**src/rtl/ysyx_22040237_ctrl_pkg.sv**
```systemverilog
// ---------------------------------------------------------------------------
// ysyx_22040237_ctrl_pkg
// Shared definitions for the NPC multi-cycle control FSM:
//   - state_t      : FSM state encoding (also exported on the debug port)
//   - ERR_*        : err_code values latched on entry to S_ERR
//   - PC_SEL_*     : next-PC source select
//   - is_hs_state  : true for states that wait on a memory handshake
// ---------------------------------------------------------------------------
package ysyx_22040237_ctrl_pkg;

    typedef enum logic [3:0] {
        S_IDLE     = 4'd0,
        S_IF_REQ   = 4'd1,
        S_IF_WAIT  = 4'd2,
        S_ID       = 4'd3,
        S_EX       = 4'd4,
        S_MEM_REQ  = 4'd5,
        S_MEM_WAIT = 4'd6,
        S_WB       = 4'd7,
        S_HALT     = 4'd8,
        S_ERR      = 4'd9
    } state_t;

    localparam logic [1:0] ERR_NONE        = 2'b00;
    localparam logic [1:0] ERR_INVALID     = 2'b01;
    localparam logic [1:0] ERR_IF_TIMEOUT  = 2'b10;
    localparam logic [1:0] ERR_MEM_TIMEOUT = 2'b11;

    localparam logic PC_SEL_SEQ  = 1'b0;
    localparam logic PC_SEL_JUMP = 1'b1;

    // States in which the watchdog is allowed to run.
    function automatic logic is_hs_state(input state_t s);
        case (s)
            S_IF_REQ, S_IF_WAIT, S_MEM_REQ, S_MEM_WAIT: return 1'b1;
            default:                                    return 1'b0;
        endcase
    endfunction

endpackage

```
**src/rtl/ysyx_22040237_wdog.sv**
```systemverilog
// ---------------------------------------------------------------------------
// ysyx_22040237_wdog
// Handshake timeout counter. Counts cycles while en is high; clr (or rst)
// zeroes it. expire is asserted on the cycle the count reaches
// TIMEOUT_CYCLES-1, i.e. the last cycle a handshake may still complete.
// Ports:
//   clk, rst   : clock, synchronous active-high reset
//   clr        : zero the count (state change)
//   en         : count this cycle (handshake state)
//   expire     : final allowed cycle of the current wait
// ---------------------------------------------------------------------------
module ysyx_22040237_wdog #(
    parameter int TIMEOUT_CYCLES = 256
) (
    input  logic clk,
    input  logic rst,
    input  logic clr,
    input  logic en,
    output logic expire
);

    localparam int TW = (TIMEOUT_CYCLES > 2) ? $clog2(TIMEOUT_CYCLES) : 1;
    localparam logic [TW-1:0] LAST = TW'(TIMEOUT_CYCLES - 1);

    logic [TW-1:0] r_cnt;

    // Wait-cycle counter; cannot pass LAST because the FSM leaves the state then.
    always_ff @(posedge clk) begin
        if (rst || clr) begin
            r_cnt <= {TW{1'b0}};
        end else if (en) begin
            r_cnt <= r_cnt + TW'(1);
        end else begin
            r_cnt <= r_cnt;
        end
    end

    assign expire = en && (r_cnt == LAST);

endmodule

```
**src/rtl/ysyx_22040237_mc_ctrl.sv**
```systemverilog
// ---------------------------------------------------------------------------
// ysyx_22040237_mc_ctrl
// Multi-cycle control FSM for the NPC core: fetch, decode, execute,
// optional data-memory access, writeback - one instruction at a time.
// Ports:
//   clk, rst                        : clock, synchronous active-high reset
//   run_en                          : start/continue (sampled in IDLE and WB)
//   imem_req_valid/ready, rsp_valid : instruction fetch handshake
//   ir_we                           : latch fetched instruction into IR
//   invalid_inst..is_store          : decode flags (stable from IR)
//   dmem_req_valid/we/ready, rsp    : data memory handshake
//   rf_we, pc_we, pc_sel            : writeback strobes
//   halt, err, err_code             : sticky status
//   state, cycle_cnt, instret_cnt   : debug state and performance counters
// ---------------------------------------------------------------------------
module ysyx_22040237_mc_ctrl #(
    parameter int TIMEOUT_CYCLES = 256,
    parameter int CNT_W          = 64
) (
    input  logic             clk,
    input  logic             rst,
    input  logic             run_en,
    output logic             imem_req_valid,
    input  logic             imem_req_ready,
    input  logic             imem_rsp_valid,
    output logic             ir_we,
    input  logic             invalid_inst,
    input  logic             inst_ebreak,
    input  logic             jump_flag,
    input  logic             rd_w_en,
    input  logic             is_load,
    input  logic             is_store,
    output logic             dmem_req_valid,
    output logic             dmem_we,
    input  logic             dmem_req_ready,
    input  logic             dmem_rsp_valid,
    output logic             rf_we,
    output logic             pc_we,
    output logic             pc_sel,
    output logic             halt,
    output logic             err,
    output logic [1:0]       err_code,
    output logic [3:0]       state,
    output logic [CNT_W-1:0] cycle_cnt,
    output logic [CNT_W-1:0] instret_cnt
);

    import ysyx_22040237_ctrl_pkg::*;

    state_t           r_state;
    state_t           w_state_nxt;
    logic [1:0]       r_err_code;
    logic [1:0]       w_err_code_nxt;
    logic             w_instret_inc;
    logic             w_expire;
    logic             r_imem_req_valid;
    logic             r_dmem_req_valid;
    logic             r_pc_we;
    logic             r_halt;
    logic             r_err;
    logic [CNT_W-1:0] r_cycle_cnt;
    logic [CNT_W-1:0] r_instret_cnt;

    ysyx_22040237_wdog #(
        .TIMEOUT_CYCLES (TIMEOUT_CYCLES)
    ) u_wdog (
        .clk    (clk),
        .rst    (rst),
        .clr    (w_state_nxt != r_state),
        .en     (is_hs_state(r_state)),
        .expire (w_expire)
    );

    // Next-state, error-code and retire decision. A handshake on the expiring
    // cycle takes priority over the timeout.
    always_comb begin
        w_state_nxt    = r_state;
        w_err_code_nxt = r_err_code;
        w_instret_inc  = 1'b0;
        case (r_state)
            S_IDLE: begin
                if (run_en) w_state_nxt = S_IF_REQ;
                else        w_state_nxt = S_IDLE;
            end
            S_IF_REQ: begin
                if (imem_req_ready) begin
                    w_state_nxt = S_IF_WAIT;
                end else if (w_expire) begin
                    w_state_nxt    = S_ERR;
                    w_err_code_nxt = ERR_IF_TIMEOUT;
                end else begin
                    w_state_nxt = S_IF_REQ;
                end
            end
            S_IF_WAIT: begin
                if (imem_rsp_valid) begin
                    w_state_nxt = S_ID;
                end else if (w_expire) begin
                    w_state_nxt    = S_ERR;
                    w_err_code_nxt = ERR_IF_TIMEOUT;
                end else begin
                    w_state_nxt = S_IF_WAIT;
                end
            end
            S_ID: begin
                if (invalid_inst) begin
                    w_state_nxt    = S_ERR;
                    w_err_code_nxt = ERR_INVALID;
                end else if (inst_ebreak) begin
                    w_state_nxt   = S_HALT;
                    w_instret_inc = 1'b1;
                end else begin
                    w_state_nxt = S_EX;
                end
            end
            S_EX: begin
                if (is_load || is_store) w_state_nxt = S_MEM_REQ;
                else                     w_state_nxt = S_WB;
            end
            S_MEM_REQ: begin
                if (dmem_req_ready) begin
                    w_state_nxt = S_MEM_WAIT;
                end else if (w_expire) begin
                    w_state_nxt    = S_ERR;
                    w_err_code_nxt = ERR_MEM_TIMEOUT;
                end else begin
                    w_state_nxt = S_MEM_REQ;
                end
            end
            S_MEM_WAIT: begin
                if (dmem_rsp_valid) begin
                    w_state_nxt = S_WB;
                end else if (w_expire) begin
                    w_state_nxt    = S_ERR;
                    w_err_code_nxt = ERR_MEM_TIMEOUT;
                end else begin
                    w_state_nxt = S_MEM_WAIT;
                end
            end
            S_WB: begin
                w_instret_inc = 1'b1;
                if (run_en) w_state_nxt = S_IF_REQ;
                else        w_state_nxt = S_IDLE;
            end
            S_HALT:  w_state_nxt = S_HALT;
            S_ERR:   w_state_nxt = S_ERR;
            default: w_state_nxt = S_IDLE;
        endcase
    end

    // State, status and counters; Moore flags are registered from the next state.
    always_ff @(posedge clk) begin
        if (rst) begin
            r_state          <= S_IDLE;
            r_err_code       <= ERR_NONE;
            r_imem_req_valid <= 1'b0;
            r_dmem_req_valid <= 1'b0;
            r_pc_we          <= 1'b0;
            r_halt           <= 1'b0;
            r_err            <= 1'b0;
            r_cycle_cnt      <= {CNT_W{1'b0}};
            r_instret_cnt    <= {CNT_W{1'b0}};
        end else begin
            r_state          <= w_state_nxt;
            r_err_code       <= w_err_code_nxt;
            r_imem_req_valid <= (w_state_nxt == S_IF_REQ);
            r_dmem_req_valid <= (w_state_nxt == S_MEM_REQ);
            r_pc_we          <= (w_state_nxt == S_WB);
            r_halt           <= (w_state_nxt == S_HALT);
            r_err            <= (w_state_nxt == S_ERR);
            if ((r_state != S_HALT) && (r_state != S_ERR)) begin
                r_cycle_cnt <= r_cycle_cnt + CNT_W'(1);
            end else begin
                r_cycle_cnt <= r_cycle_cnt;
            end
            if (w_instret_inc) begin
                r_instret_cnt <= r_instret_cnt + CNT_W'(1);
            end else begin
                r_instret_cnt <= r_instret_cnt;
            end
        end
    end

    // Write strobes are masked during rst so an interrupted instruction
    // never commits architectural state.
    assign ir_we          = ~rst & (r_state == S_IF_WAIT) & imem_rsp_valid;
    assign rf_we          = ~rst & (r_state == S_WB) & rd_w_en & ~is_store;
    assign pc_we          = ~rst & r_pc_we;
    assign pc_sel         = ((r_state == S_WB) && jump_flag) ? PC_SEL_JUMP : PC_SEL_SEQ;
    assign imem_req_valid = r_imem_req_valid;
    assign dmem_req_valid = r_dmem_req_valid;
    assign dmem_we        = r_dmem_req_valid & is_store;
    assign halt           = r_halt;
    assign err            = r_err;
    assign err_code       = r_err_code;
    assign state          = r_state;
    assign cycle_cnt      = r_cycle_cnt;
    assign instret_cnt    = r_instret_cnt;

endmodule

```
**config.mk**
```make
export PLATFORM = sky130hd
export DESIGN_NAME = ysyx_22040237_mc_ctrl
export DESIGN_NICKNAME = d
export VERILOG_FILES = /design/src/rtl/ysyx_22040237_ctrl_pkg.sv /design/src/rtl/ysyx_22040237_wdog.sv /design/src/rtl/ysyx_22040237_mc_ctrl.sv
export SDC_FILE = /design/constraint.sdc
export NUM_CORES = 1
export LEC_CHECK = 0
export CAP_MARGIN = 40
export CORE_MARGIN = 10
export CORE_UTILIZATION = 52
export DETAILED_ROUTE_END_ITERATION = 6
export PLACE_DENSITY = 0.79
export SYNTH_ARGS = -nofsm -noshare
export SYNTH_HDL_FRONTEND = slang
export SYNTH_SLANG_ARGS = --single-unit
```
**constraint.sdc**
```tcl
create_clock -name clk -period 2.2 [get_ports clk]
set_input_delay 0.44 -clock clk [delete_from_list [all_inputs] [get_ports clk]]
set_output_delay 0.44 -clock clk [all_outputs]
set_load 0.02 [all_outputs]
```
==> summary.md <==
| Metric | Value |
|---|---|
| Status | completed |
| Area post-placement | 10000 um2 |
| RD Place Congestion | 0.864 |
| CTS Buf Count | 17 |
| Num Clock Sinks | ~150 |
| Clk slew on worst S/H paths | 60 ps |
| Clk buf depth | 2 |
| Post-synth top flop | dfxtp_1 |
| DR WL/cell | approximately 18 um |
| Largest net degree at the start of global routing | 68 |
| Least-Margin Pin Slew | 711 ps |
| DIE AREA | ~20000 um2 |
| Ant diodes | 0 |
| Fraction of layout cells with a size suffix above 1 | 0.187 |
| Distinct cells, synth | 69 |
| Min cycle time layout | 2160 ps |
| Max FO, Critical Path | 8 |
| R2R depth | 7 |
| RSZ-0062 raised after global routing | true |
| Detailed placement HPWL | roughly 17 mm |
| Initial antenna violation count | 0 |
| DRT antenna net count | 0 |
| Hold WC Path Type | reg2reg |
| FMAX | 464 MHz |
| Pre-antenna DRT Iters | 5 |
| Number of synthesized register bits | between 100 and 150 |
| Via-to-Cell Ratio | about 5.9 |
| Final period util | 0.980 |
| RR Startpoint | cycle_cnt[10] |
| Hold_buf cts | 0 |
| Top post-synthesis cells by count | dfxtp_1, nor2_1, a21oi_1, nand2_1, nand3_1 |
| Share of the synthesized area in the top cell type | 0.390 |
| Post-synth top area cell | dfxtp_1 |
| Dpl ws | -478 ps |
| Rel. slew slack | 0.526 |
| Final nets | 1162 |
| Post-Synthesis Cells | 887 |
| Crit path required time | 2540 ps |
| Setup CP Type | reg2reg |
| First-pass GRT wire length | 37.2 mm |
| Overall routing resource usage | 0.223 |
| Initial core utilization | 0.538 |
| Max IR drop VDD | 0.000593 V |
| Clock H-tree levels | 4 |
| R2R Path End | cycle_cnt[48] |
| Post-synth ARST share | 0 |
| Vias in the first global route | 7628 |
| DRC | 0 |
| Vias post-DR | 7952 |
| Ranking of synthesized cells by area | dfxtp_1, a21oi_1, xor2_1 |
| Setup crit end kind | flop |
| Syn avg cell area | 8.52 um2 |
| Root Driver | clkbuf_16 |
| Grt total ovfl | 0 |
| Cell Area, Synth | 7550 um2 |
| Max Cap Violations | 0 |
| Worst EP arrival | 2500 ps |
| Later-pin clock latency in the skew report | between 400 and 500 ps |
| Final setup viols | 0 |
| Post-synthesis sequential area ratio | 0.390 |
| Max Transition Viols Final | 0 |
| Setup crit end | cycle_cnt[48] |
| P_leak | 3.83 nW |
| WL final | 23.5 mm |
| Cell Rows | 43 |
| Post-route cell area | around 11000 um2 |
| Synthesized Nets | 903 |
| DIE WIDTH | about 140 um |
| Ports | 156 |
| Reg2reg setup slack | 40 ps |
| CTS tree | built |
| Chip height | 141 um |
| Clk_skew | between 10 and 15 ps |
| Crit start category | flop |
| Ys Warns | 0 |
| Count of flip-flops with a built-in enable after synthesis | 0 |
| Final worst setup slack | 44.6 ps |
| Starting DRT DRC Count | 614 |
| Number of port buffers | around 160 |
| Core Region | 14000 um2 |
| Most frequent cell after synthesis | dfxtp_1 |
| Area growth syn-to-layout | 42.8% |
| Final hold viol count | 0 |
| CP Launch Point | cycle_cnt[10] |
| Pwr Density | between 500 and 600 nW/um2 |
state kept, by name (all words and copies together), names as in the netlist:
name,cells
halt,1
instret_cnt,64
imem_req_valid,1
cycle_cnt,64
err_code,2
dmem_req_valid,1
r_pc_we,1
u_wdog.r_cnt,8
err,1
state,4
worst max-delay path, stage by stage, from the launching register on:
cell and delay, ps:
dfxtp_1 420, nand4_4 160, buf_4 180, nor4_4 420
nand4_1 200, buf_4 220, or3_1 310, a21oi_1 160
worst min-delay path by stage:
stage / cells past startpoint / startpoint / slack, ps / to
global route: 3 / rst / 490 / cycle_cnt[52]
finish: 2 / err_code[0] / 470 / err_code[0]
detailed placement: 2 / err_code[0] / 480 / err_code[0]
floorplan: 1 / rst / 520 / state[1]
global placement: 2 / err_code[0] / 460 / err_code[0]
CTS: 3 / rst / 470 / cycle_cnt[52]
power breakdown:
| part | leakage (nW) | total (mW) | internal, mW | switching (mW) |
|---|---|---|---|---|
| combinational | 2.35 | 0.367 | 0.154 | 0.213 |
| clock | 0.296 | 3.00 | 1.92 | 1.07 |
| sequential | 1.18 | 2.69 | 2.68 | 0.0136 |
cell usage in the layout, fill, tap and decap left out, drive strengths merged, types with 3 or more instances in the layout:
cell type	count
and4	11
mux2	3
nand2	68
or3b	3
o31ai	37
buf	129
nand4	50
or4	36
o21a	3
and2	8
nor4	31
clkbuf	26
nor2	80
and3	14
xor2	37
nand3b	4
clkdlybuf4s50	150
or3	34
nor3b	6
o21ai	39
ha	3
nand3	44
a31o	3
inv	26
a21oi	79
nor2b	6
mux2i	3
xnor2	22
dfxtp	147
nor3	16
bufinv	3
nand4b	5
routing by layer:
layer  global-route usage  vias up  part of all wire
li1                     -     3837                 -
met1                0.259     3764              0.40
met2                0.379      316              0.49
met3               0.0686       35             0.086
met4               0.0766        0             0.015
met5                    0        -                 0
stage by stage:
| stage | hold slack, ps | TNS (ps) | power [mW] | std cells | utilization |
|---|---|---|---|---|---|
| 6_report | 472 | 0 | 6.06 | 1337 | 0.768 |
| 5_1_grt | 489 | -125 | 6.22 | 1337 | 0.768 |
| 4_1_cts | 467 | -10.1 | 6.07 | 1329 | 0.758 |
| 3_5_place_dp | 476 | -16270 | 3.09 | 1297 | 0.712 |
| 3_3_place_gp | 463 | -14510 | 3.09 | 1296 | 0.712 |
| 2_1_floorplan | 517 | 0 | 2.95 | 887 | - |
logic make-up after synthesis:
family | synth area share
buf+inv | 0.0422
xor+xnor | 0.0684
flops | 0.390
compound gates | 0.147
simple gates | 0.339
mux | 0.00845
fa+ha+maj | 0.00497
final cells by class:
type	instances	area [um2]
timing repair buffer	280	2490
inverter	26	97.6
sequential	147	2940
multi-input combinational	674	4420
fill	1000	3250
clock buffer	26	509
clock inverter	4	95.1
tap	180	225
repair_timing:
| action | 4_1_cts | 5_1_grt |
|---|---|---|
| resized for setup | 19 | 21 |
| setup buffers | 2 | 7 |
| pin swaps | 1 | 8 |
| cloned | 0 | 1 |
| endpoints found under the setup margin | 24 | 35 |
No activity file was read; power rests on OpenSTA's default activity.
